<file path="src/rtl/spi_mem_pkg.sv">
// spi_mem_pkg: shared state encoding, command opcodes and default address width
package spi_mem_pkg;
    typedef enum logic [2:0] {IDLE, CMD, ADDR, RDATA, WDATA, IGNORE} state_t;
    localparam logic [7:0] CMD_READ  = 8'h03;
    localparam logic [7:0] CMD_WRITE = 8'h02;
    localparam int ADDR_W_DEF = 24;
endpackage

</file>
<file path="src/rtl/spi_sync_edge.sv">
// spi_sync_edge: multi-flop synchronizer with rise/fall event detection
module spi_sync_edge #(
    parameter int   STAGES = 2,
    parameter logic INIT   = 1'b0
) (
    input  logic clk,
    input  logic rst,
    input  logic d,
    output logic q,
    output logic rise,
    output logic fall
);
    logic [STAGES-1:0] sync;
    logic q_d;
    always_ff @(posedge clk or posedge rst)
        if (rst) begin
            sync <= {STAGES{INIT}};
            q_d  <= INIT;
        end else begin
            sync <= STAGES'({sync, d});
            q_d  <= sync[STAGES-1];
        end
    assign q    = sync[STAGES-1];
    assign rise = q & ~q_d;
    assign fall = ~q & q_d;
endmodule

</file>
<file path="src/rtl/spi_mem_responder.sv">
// spi_mem_responder: SPI mode-0 target translating read/write commands onto a byte memory port
module spi_mem_responder import spi_mem_pkg::*; #(
    parameter int ADDR_W      = ADDR_W_DEF,
    parameter int SYNC_STAGES = 2
) (
    input  logic              clk,
    input  logic              rst,
    input  logic              spi_sclk,
    input  logic              spi_cs_n,
    input  logic              spi_mosi,
    output logic              spi_miso,
    output logic              spi_miso_oe,
    output logic [ADDR_W-1:0] mem_addr,
    output logic              mem_re,
    output logic              mem_we,
    output logic [7:0]        mem_wdata,
    input  logic [7:0]        mem_rdata,
    output logic              busy
);
    localparam int CW = $clog2(ADDR_W);
    state_t state;
    logic [CW-1:0] bit_cnt;
    logic [7:0] cmd_sr, wr_sr, tx_sr, hold, cmd_next, wr_next;
    logic is_write, rd_pending, hold_valid;
    logic sclk_rise, sclk_fall, cs_rise, cs_fall, mosi;
    logic sclk_lvl_unused, cs_lvl_unused, mosi_rise_unused, mosi_fall_unused;

    spi_sync_edge #(.STAGES(SYNC_STAGES), .INIT(1'b0)) u_sclk (
        .clk(clk), .rst(rst), .d(spi_sclk), .q(sclk_lvl_unused), .rise(sclk_rise), .fall(sclk_fall));
    spi_sync_edge #(.STAGES(SYNC_STAGES), .INIT(1'b1)) u_cs (
        .clk(clk), .rst(rst), .d(spi_cs_n), .q(cs_lvl_unused), .rise(cs_rise), .fall(cs_fall));
    spi_sync_edge #(.STAGES(SYNC_STAGES), .INIT(1'b0)) u_mosi (
        .clk(clk), .rst(rst), .d(spi_mosi), .q(mosi), .rise(mosi_rise_unused), .fall(mosi_fall_unused));

    assign cmd_next = {cmd_sr[6:0], mosi};
    assign wr_next  = {wr_sr[6:0], mosi};
    assign busy     = state != IDLE;

    always_ff @(posedge clk or posedge rst)
        if (rst) begin
            state       <= IDLE;
            bit_cnt     <= '0;
            cmd_sr      <= '0;
            wr_sr       <= '0;
            tx_sr       <= '0;
            hold        <= '0;
            is_write    <= 1'b0;
            rd_pending  <= 1'b0;
            hold_valid  <= 1'b0;
            spi_miso    <= 1'b0;
            spi_miso_oe <= 1'b0;
            mem_addr    <= '0;
            mem_re      <= 1'b0;
            mem_we      <= 1'b0;
            mem_wdata   <= '0;
        end else begin
            mem_re     <= 1'b0;
            mem_we     <= 1'b0;
            rd_pending <= mem_re;
            if (cs_rise) begin
                state       <= IDLE;
                bit_cnt     <= '0;
                hold_valid  <= 1'b0;
                spi_miso    <= 1'b0;
                spi_miso_oe <= 1'b0;
            end else case (state)
                IDLE: if (cs_fall) begin
                    state   <= CMD;
                    bit_cnt <= '0;
                end
                CMD: if (sclk_rise) begin
                    cmd_sr  <= cmd_next;
                    bit_cnt <= bit_cnt + CW'(1);
                    if (bit_cnt == CW'(7)) begin
                        bit_cnt  <= '0;
                        is_write <= cmd_next == CMD_WRITE;
                        state    <= (cmd_next == CMD_READ || cmd_next == CMD_WRITE) ? ADDR : IGNORE;
                    end
                end
                ADDR: if (sclk_rise) begin
                    mem_addr <= {mem_addr[ADDR_W-2:0], mosi};
                    bit_cnt  <= bit_cnt + CW'(1);
                    if (bit_cnt == CW'(ADDR_W - 1)) begin
                        bit_cnt <= '0;
                        state   <= is_write ? WDATA : RDATA;
                        mem_re  <= !is_write;
                    end
                end
                RDATA: begin
                    // First fetched byte goes straight out; prefetched ones wait for the byte boundary fall
                    if (rd_pending && !spi_miso_oe) begin
                        tx_sr       <= mem_rdata;
                        spi_miso    <= mem_rdata[7];
                        spi_miso_oe <= 1'b1;
                    end else if (rd_pending) begin
                        hold       <= mem_rdata;
                        hold_valid <= 1'b1;
                    end
                    if (sclk_rise) begin
                        bit_cnt <= (bit_cnt == CW'(7)) ? '0 : bit_cnt + CW'(1);
                        if (bit_cnt == CW'(7)) begin
                            mem_addr <= mem_addr + ADDR_W'(1);
                            mem_re   <= 1'b1;
                        end
                    end else if (sclk_fall && bit_cnt != '0) begin
                        tx_sr    <= {tx_sr[6:0], 1'b0};
                        spi_miso <= tx_sr[6];
                    end else if (sclk_fall && hold_valid) begin
                        tx_sr      <= hold;
                        spi_miso   <= hold[7];
                        hold_valid <= 1'b0;
                    end
                end
                WDATA: begin
                    if (mem_we)
                        mem_addr <= mem_addr + ADDR_W'(1);
                    if (sclk_rise) begin
                        wr_sr   <= wr_next;
                        bit_cnt <= (bit_cnt == CW'(7)) ? '0 : bit_cnt + CW'(1);
                        if (bit_cnt == CW'(7)) begin
                            mem_we    <= 1'b1;
                            mem_wdata <= wr_next;
                        end
                    end
                end
                IGNORE: ;
                default: state <= IDLE;
            endcase
        end
endmodule

</file>
<file path="config.mk">
export PLATFORM = sky130hd
export DESIGN_NAME = spi_mem_responder
export DESIGN_NICKNAME = d
export VERILOG_FILES = /design/src/rtl/spi_mem_pkg.sv /design/src/rtl/spi_sync_edge.sv /design/src/rtl/spi_mem_responder.sv
export SDC_FILE = /design/constraint.sdc
export NUM_CORES = 1
export LEC_CHECK = 0
export BUFFER_PORTS_ARGS = -buffer_cell sky130_fd_sc_hd__clkbuf_2
export CORE_UTILIZATION = 48
export DETAILED_ROUTE_END_ITERATION = 8
export PLACE_DENSITY = 0.71
export SLEW_MARGIN = 20
export SYNTH_ARGS = -nofsm -noshare
export SYNTH_HDL_FRONTEND = slang
export SYNTH_HIERARCHICAL = 1
export SYNTH_SLANG_ARGS = --single-unit
export TNS_END_PERCENT = 100
</file>
<file path="constraint.sdc">
create_clock -name clk -period 3.8 [get_ports clk]
set_input_delay 1.14 -clock clk [delete_from_list [all_inputs] [get_ports clk]]
set_output_delay 1.14 -clock clk [all_outputs]
set_load 0.005 [all_outputs]
</file>
==> reports/results.tsv, run 1 <==
stage	metric	value	unit
sta	Setup TNS	0	ns
cts	post-cts sizing count	0	
cts	CTS sink count	84	
setup_path	CP Class	flop to output port	
sta	Hold Fails Final Rpt	0	
place	Routability Congestion	0.788	
cells_and_area	Area Overhead vs Synth	10.5	%
route	Vias/cell	5.93	
sta	clock skew	0.0175	ns
synth	synthesized area per cell	9.95	µm²
die	Initial Utilization	0.492	
hold_path	Hold Crit Depth	0	
cts	cts bufs inserted	9	
cells_and_area	antenna cells	0	
die	CORE AREA	9200	µm²
global_routing	GRT Overall Usage	0.206	
cells_and_area	final net count	508	
route	Remaining DRCs	0	
route	Final Routed Wirelength	9610	µm
die	# IOs	50	
global_routing	grt ovf	0	
sta	final setup violating endpoints	0	
sta	fin crit period	2.93	ns
route	DR pass1 iterations	4	
cells_and_area	Multi-input gate area	2180	µm²
setup_path	peak fanout along the critical path	19	
setup_path	Reg2Reg Depth	5	
synth	Synth Instances	455	
power_and_ir_drop	Pleak	2.27	nW
cts	CTS tree	done	
die	die height	99.1	µm
hold_path	HP Class	flop to flop	
place	Buffers on Ports	49	
sta	pins over their slew limit	0	
cells_and_area	cell area after layout	5000	µm²
sta	worst-margin pin slew	0.694	ns
setup_path	CP required	2.66	ns
cells_and_area	Seq. cell area	2110	µm²
synth	Syn Nets	471	
setup_path	Worst Path Arrival	1.79	ns
sta	final worst-path cycle share	0.772	
power_and_ir_drop	Peak supply drop	0.302	mV
die	Die Wd	99.1	µm
route	initial drt markers	198	
sta	FMAX	0.341	GHz
global_routing	largest net degree at the start of global routing	62	
cts	clk slew on worst S/H paths	0.09	ns
cts	root buf cell	clkbuf_8	
route	vias post-DR	3604	
cells_and_area	Filler cells	814	
global_routing	vias in the first global route	3372	
cts	maximum buffer depth of the clock tree	2	
synth	Ys Warns	6	
setup_path	crit path launch type	flop	
route	post-route ant nets	0	
run_status	status	finished, final reports clean	
sta	RSZ-0062 raised after global routing	no	
power_and_ir_drop	Pwr per Cell Area	504	nW/µm²
setup_path	nature of the critical path endpoint	output port	
synth	Netlist Area Pre-Place	4530	µm²
cells_and_area	fraction of layout cells with a size suffix above 1	0.272	
global_routing	initial antenna violation count	0	
sta	Slew headroom	0.538	
die	Total Die Area	9820	µm²
die	Cell Rows	35	
place	dpl hpwl	6420	µm
place	DP Area	4770	µm²
cts	postcts setup bufs	0	
cts	hold_buf cts	0	
cts	clock latency on the worst-skew pair	0.37	ns
global_routing	global-route wire length before repair	16200	µm
cts	Max H-tree Level	3	
route	Avg WL per Cell	15.8	µm
flow_run	max cap viols	0	
[layout by cell type, fill, tap and decap left out, drive strengths merged, types with 3 or more instances in the layout]
master	n
dfrtp	81
clkbuf	59
nand2	49
a21oi	43
nor2	38
mux2	32
nand3	22
o21ai	22
inv	16
nor3	12
a31oi	9
nor2b	6
and2	6
nand4	6
nor4b	6
a311oi	5
o22a	5
buf	5
or2	5
a21o	5
and3	4
a211oi	4
nand3b	3
a22oi	3
ha	3
dfstp	3
nor4	3
[registers in the layout (all words and copies together), names as in the netlist, 2 cells and up]
signal	flops
mem_addr	24
hold	8
mem_wdata	8
cmd_sr	7
tx_sr	7
wr_sr	7
bit_cnt	5
state	3
u_cs/sync	2
u_mosi/sync	2
u_sclk/sync	2
[where the power goes]
part           switching, mW  leakage (nW)  internal [mW]
clock                  0.343         0.113          0.394
combinational          0.327          1.05          0.277
sequential             0.170          1.11           1.01
[final cells by class]
cell class	count	share of cell area
Tap cell	111	0.0278
Multi-Input combinational cell	329	0.435
Sequential cell	84	0.421
Timing Repair Buffer	54	0.0590
Clock inverter	6	0.0188
Clock buffer	10	0.0275
Inverter	14	0.0105
[through the flow]
stage | instances | utilization | hold slack [ns] | power, mW | setup slack (ns)
2_1_floorplan | 455 | - | 0.331 | 1.67 | 0.722
3_3_place_gp | 592 | 0.519 | 0.337 | 1.77 | 1.39
3_5_place_dp | 592 | 0.519 | 0.343 | 1.80 | 1.31
4_1_cts | 608 | 0.544 | 0.351 | 2.54 | 0.885
5_1_grt | 608 | 0.544 | 0.347 | 2.67 | 0.756
6_report | 608 | 0.544 | 0.348 | 2.52 | 0.866
[per-layer routing]
| metal | track usage | wire, µm |
|---|---|---|
| met3 | 0.0365 | 460 |
| met5 | 0 | 0 |
| met1 | 0.282 | 4370 |
| met2 | 0.335 | 4670 |
| met4 | 0.0701 | 106 |
[worst max-delay path, stage by stage (launching register included)]
cell and delay, ns:
dfrtp_1 0.63, nor2_2 0.47, nand2_1 0.18, clkbuf_2 0.14
[worst paths after layout]
path,start,to,slack [ns]
hold / removal,u_sclk/sync[0],u_sclk/sync[1],0.35
min in group asynchronous,rst,u_sclk/q_d,0.66
hold reg to reg,u_sclk/sync[0],u_sclk/sync[1],0.35
setup / recovery,state[1],busy,0.87
max in group asynchronous,rst,hold[5],2.40
setup reg to reg,state[1],mem_addr[10],1.34
Note: power is estimated with default switching activity, not from simulation.
==> inputs of run 2 (changes only) <==
Settings changed: ABC_AREA from default to 1, PLACE_DENSITY 0.71 to 0.74.
Clock period 3.8 ns to 2.65 ns, I/O delays scaled along.
==> run 2 against run 1 <==
Clock power increased by 44%. Non-clock buffer count unchanged. Die area up 4.7%. Cell count up 42%. Wire length is 13% higher. Synthesized cell count is 50% higher. Via count up 23%. Power grew 79%. Core utilization up 2.5 points.
==> reports/results.tsv, run 2 <==
stage	metric	value	unit
sta	final setup violating endpoints	0	
cells_and_area	Filler cells	893	
flow_run	max cap viols	0	
sta	worst hold margin	0.304	ns
hold_path	HP Class	input port to asynchronous set/reset pin	
synth	Netlist Area Pre-Place	4740	µm²
place	dpl hpwl	8080	µm
cells_and_area	final net count	746	
cts	Max H-tree Level	3	
setup_path	CP required	1.86	ns
cts	hold_buf cts	0	
cts	postcts setup bufs	0	
route	Avg WL per Cell	12.6	µm
cells_and_area	Area Overhead vs Synth	12.8	%
die	die height	101	µm
die	Die Wd	101	µm
setup_path	crit path launch type	flop	
cells_and_area	most common cell after layout, fill and taps aside	nand2_1	
cts	CTS tree	done	
cells_and_area	commonest non-fill, non-tap cells in the layout	233 x nand2_1, 85 x nor2_1, 81 x dfrtp_1, 80 x inv_1, 62 x o21ai_0	
sta	Setup TNS	0	ns
global_routing	grt ovf	0	
setup_path	slowest cell on the critical path	dfrtp_1	
power_and_ir_drop	Pleak	2.61	nW
cts	CTS sink count	84	
cells_and_area	biggest regs	mem_addr x24, hold x8, mem_wdata x8	
run_status	status	finished, final reports clean	
setup_path	peak fanout along the critical path	7	
cts	maximum buffer depth of the clock tree	2	
setup_path	CP Class	flop to output port	
route	DR pass1 iterations	5	
sta	final worst-path cycle share	0.856	
setup_path	Worst Path Arrival	1.47	ns
setup_path	CP peak stage delay	0.46	ns
cts	root buf cell	clkbuf_8	
sta	FMAX	0.441	GHz
setup_path	cells along the critical path	inv_1 -> nand2_1 -> nor2_1 -> inv_1 -> clkbuf_2	
die	Total Die Area	10300	µm²
cells_and_area	antenna cells	0	
die	Cell Rows	35	
sta	fin crit period	2.27	ns
sta	clock skew	0.00919	ns
route	Final Routed Wirelength	10900	µm
power_and_ir_drop	Pwr per Cell Area	844	nW/µm²
cells_and_area	Seq. cell area	2110	µm²
die	# IOs	50	
power_and_ir_drop	Peak supply drop	0.402	mV
die	Initial Utilization	0.504	
route	post-route ant nets	0	
place	Buffers on Ports	49	
route	Remaining DRCs	0	
global_routing	vias in the first global route	4254	
route	vias post-DR	4428	
synth	Ys Warns	6	
route	initial drt markers	194	
cts	post-cts sizing count	0	
setup_path	CP most frequent cell	inv_1	
cells_and_area	cell area after layout	5350	µm²
cts	clock latency on the worst-skew pair	0.36	ns
place	Routability Congestion	0.972	
synth	Synth Instances	683	
cts	clk slew on worst S/H paths	0.09	ns
cells_and_area	fin util	0.569	
cts	cts bufs inserted	9	
die	CORE AREA	9420	µm²
place	DP Area	5120	µm²
sta	worst-margin pin slew	0.717	ns
cells_and_area	fraction of layout cells with a size suffix above 1	0.129	
setup_path	delay-heaviest family, CP	flip-flops	
setup_path	nature of the critical path endpoint	output port	
synth	Syn Nets	699	
setup_path	WP buf/inv	3	
cells_and_area	max FFs per register	24	
sta	pins over their slew limit	0	
route	Vias/cell	5.13	
sta	Hold Fails Final Rpt	0	
cells_and_area	Largest Register	mem_addr	
global_routing	initial antenna violation count	0	
cells_and_area	Multi-input gate area	2230	µm²
sta	RSZ-0062 raised after global routing	no	
global_routing	global-route wire length before repair	19100	µm
global_routing	largest net degree at the start of global routing	45	
sta	Slew headroom	0.521	
synth	synthesized area per cell	6.95	µm²
global_routing	GRT Overall Usage	0.234	
[run 2: final timing paths]
path / startpoint / to / cells after the start / slack [ns]
worst max-delay path: state[1] / busy / 5 / 0.38
worst min-delay path: rst / u_mosi/sync[0] / 2 / 0.30
worst max register to register: u_sclk/sync[1] / mem_wdata[2] / 7 / 0.42
worst min register to register: u_mosi/sync[0] / u_mosi/sync[1] / 0 / 0.35
max in group asynchronous: rst / mem_addr[0] / 3 / 1.53
min in group clk: u_mosi/sync[0] / u_mosi/sync[1] / 0 / 0.35
[run 2: final cells by class]
type / instances / area share
Multi-Input combinational cell: 498 / 0.417
Sequential cell: 84 / 0.393
Inverter: 83 / 0.0589
Timing Repair Buffer: 54 / 0.0575
Tap cell: 129 / 0.0302
Clock buffer: 9 / 0.0231
Clock inverter: 7 / 0.0201
[run 2: power by group]
group          switching (mW)  internal (mW)
clock network           0.515          0.549
registers               0.340           1.53
logic                    1.02          0.565
total                    1.87           2.64
[run 2: routing by layer]
metal,routed length [µm],track usage,share of wire
met5,0,0,0
met3,448,0.0255,0.041
met4,158,0.0903,0.014
met1,5080,0.309,0.47
met2,5210,0.398,0.48
[run 2: through the flow]
stage,total power [mW],setup WS (ns),std cells
final,4.52,0.383,864
after global routing,4.89,0.0353,864
after CTS,4.54,0.373,864
after detailed placement,3.46,0.393,848
after global placement,3.41,0.438,848
after floorplan,3.02,0.890,683
==> inputs of run 3 (changes only) <==
Settings changed: ABC_AREA 1 to default.
==> run 3 against run 2 <==
Design area shrank 5.8%. Count of clock-buffer cells in the layout unchanged. Sequential cell count did not move. Global-route usage decreased by 2.2 points. Wire length fell by 13%. Hold slack gained 0.015 ns. Core utilization decreased by 2.0 points. Largest cell class unchanged. Highest routed layer unchanged.
==> reports/results.tsv, run 3 (synthesis gave the netlist of run 1 again) <==
stage	metric	value	unit
cells_and_area	fraction of layout cells with a size suffix above 1	0.286	
place	Routability Congestion	0.864	
sta	RSZ-0062 raised after global routing	no	
sta	fin crit period	2.37	ns
cells_and_area	antenna cells	0	
cells_and_area	most common cell after layout, fill and taps aside	dfrtp_1	
sta	clock skew	0.00889	ns
die	Cell Rows	35	
cells_and_area	commonest non-fill, non-tap cells in the layout	81 x dfrtp_1, 49 x clkbuf_2, 48 x nand2_1, 41 x a21oi_1, 36 x nor2_1	
sta	worst hold margin	0.319	ns
flow_run	max cap viols	0	
route	Avg WL per Cell	15.3	µm
hold_path	HP Class	input port to asynchronous set/reset pin	
cells_and_area	cell area after layout	5040	µm²
sta	final worst-path cycle share	0.893	
route	initial drt markers	214	
global_routing	grt ovf	0	
die	Total Die Area	9820	µm²
cts	cts bufs inserted	9	
cts	post-cts sizing count	0	
setup_path	slowest cell on the critical path	dfrtp_1	
global_routing	global-route wire length before repair	16800	µm
cells_and_area	Largest Register	mem_addr	
global_routing	vias in the first global route	3513	
place	DP Area	4840	µm²
setup_path	peak fanout along the critical path	9	
power_and_ir_drop	Pwr per Cell Area	707	nW/µm²
global_routing	largest net degree at the start of global routing	44	
sta	Slew headroom	0.528	
power_and_ir_drop	Pleak	2.30	nW
sta	worst-margin pin slew	0.706	ns
place	dpl hpwl	6560	µm
cells_and_area	biggest regs	mem_addr x24, hold x8, mem_wdata x8	
route	Vias/cell	5.94	
sta	Setup TNS	0	ns
cts	root buf cell	clkbuf_8	
cells_and_area	final net count	518	
die	# IOs	50	
cts	CTS sink count	84	
die	Initial Utilization	0.492	
place	Buffers on Ports	49	
cells_and_area	Area Overhead vs Synth	11.4	%
route	vias post-DR	3669	
cts	clk slew on worst S/H paths	0.09	ns
setup_path	crit path launch type	flop	
setup_path	nature of the critical path endpoint	output port	
sta	Hold Fails Final Rpt	0	
route	Remaining DRCs	0	
setup_path	CP peak stage delay	0.52	ns
cts	maximum buffer depth of the clock tree	2	
global_routing	GRT Overall Usage	0.212	
die	Die Wd	99.1	µm
sta	FMAX	0.423	GHz
cts	clock latency on the worst-skew pair	0.36	ns
setup_path	Worst Path Arrival	1.57	ns
die	CORE AREA	9200	µm²
setup_path	cells along the critical path	nor2_2 -> nand2_1 -> clkbuf_2	
cts	CTS tree	done	
route	DR pass1 iterations	5	
cts	Max H-tree Level	3	
cts	hold_buf cts	0	
route	Final Routed Wirelength	9460	µm
sta	pins over their slew limit	0	
cts	postcts setup bufs	0	
die	die height	99.1	µm
sta	final setup violating endpoints	0	
setup_path	CP Class	flop to output port	
route	post-route ant nets	0	
run_status	status	finished, final reports clean	
power_and_ir_drop	Peak supply drop	0.342	mV
cells_and_area	max FFs per register	24	
global_routing	initial antenna violation count	0	
setup_path	CP required	1.86	ns
run 3: cell count changes in the layout (fill, tap and decap cells not counted), moves of 6 or more:
cell and change:
a21oi_1 +29, nor2_1 -49, nor3_1 +11, a31oi_1 +9, mux2_2 +32, inv_1 -67
nor2_2 -7, nor2b_1 +6, o211ai_1 -6, nand3_1 -31, o21ai_0 -42, buf_4 +12
nand2_1 -185
run 3: layout make-up:
class                      count  area, µm²
fill                         835       4150
multi-input combinational    329       2180
sequential                    84       2110
timing repair buffer          64        358
tap                          111        139
clock buffer                   9        124
clock inverter                 7       81.3
inverter                      14       56.3
run 3: worst paths after layout:
check                                     from              to  slack (ns)  depth (start not counted)
worst max-delay path                  state[1]            busy        0.28                          3
worst min-delay path                       rst  u_mosi/sync[1]        0.32                          2
worst max register to register  u_sclk/sync[1]        state[0]        0.37                          6
worst min register to register  u_sclk/sync[0]  u_sclk/sync[1]        0.36                          0
max in group asynchronous                  rst    mem_addr[11]        1.66                          3
min in group clk                u_sclk/sync[0]  u_sclk/sync[1]        0.36                          0
run 3: critical path, delay by kind of cell (launching register included):
| kind | cells | cell delay, ns |
|---|---|---|
| buffers and inverters | 1 | 0.15 |
| DFF | 1 | 0.52 |
| and+or+nand+nor | 2 | 0.55 |
run 3: metal layers:
layer / vias up / track usage / part of all wire
met4: 0 / 0.0645 / 0.012
met3: 10 / 0.0471 / 0.050
met1: 1811 / 0.293 / 0.46
met5: - / 0 / 0
met2: 94 / 0.336 / 0.48
li1: 1754 / - / -
run 3: power breakdown:
part           total [mW]  internal (mW)  switching [mW]
Combinational       0.966          0.434           0.532
Sequential           1.64           1.45           0.194
Clock               0.954          0.449           0.505
run 3: stage by stage:
stage               worst slack (ns)  instances  power [mW]  utilization
floorplan                      0.763        455        2.39            -
global placement               0.457        602        2.59        0.526
detailed placement             0.396        602        2.62        0.526
CTS                            0.280        618        3.58        0.548
global route                   0.153        618        3.79        0.548
finish                         0.285        618        3.56        0.548
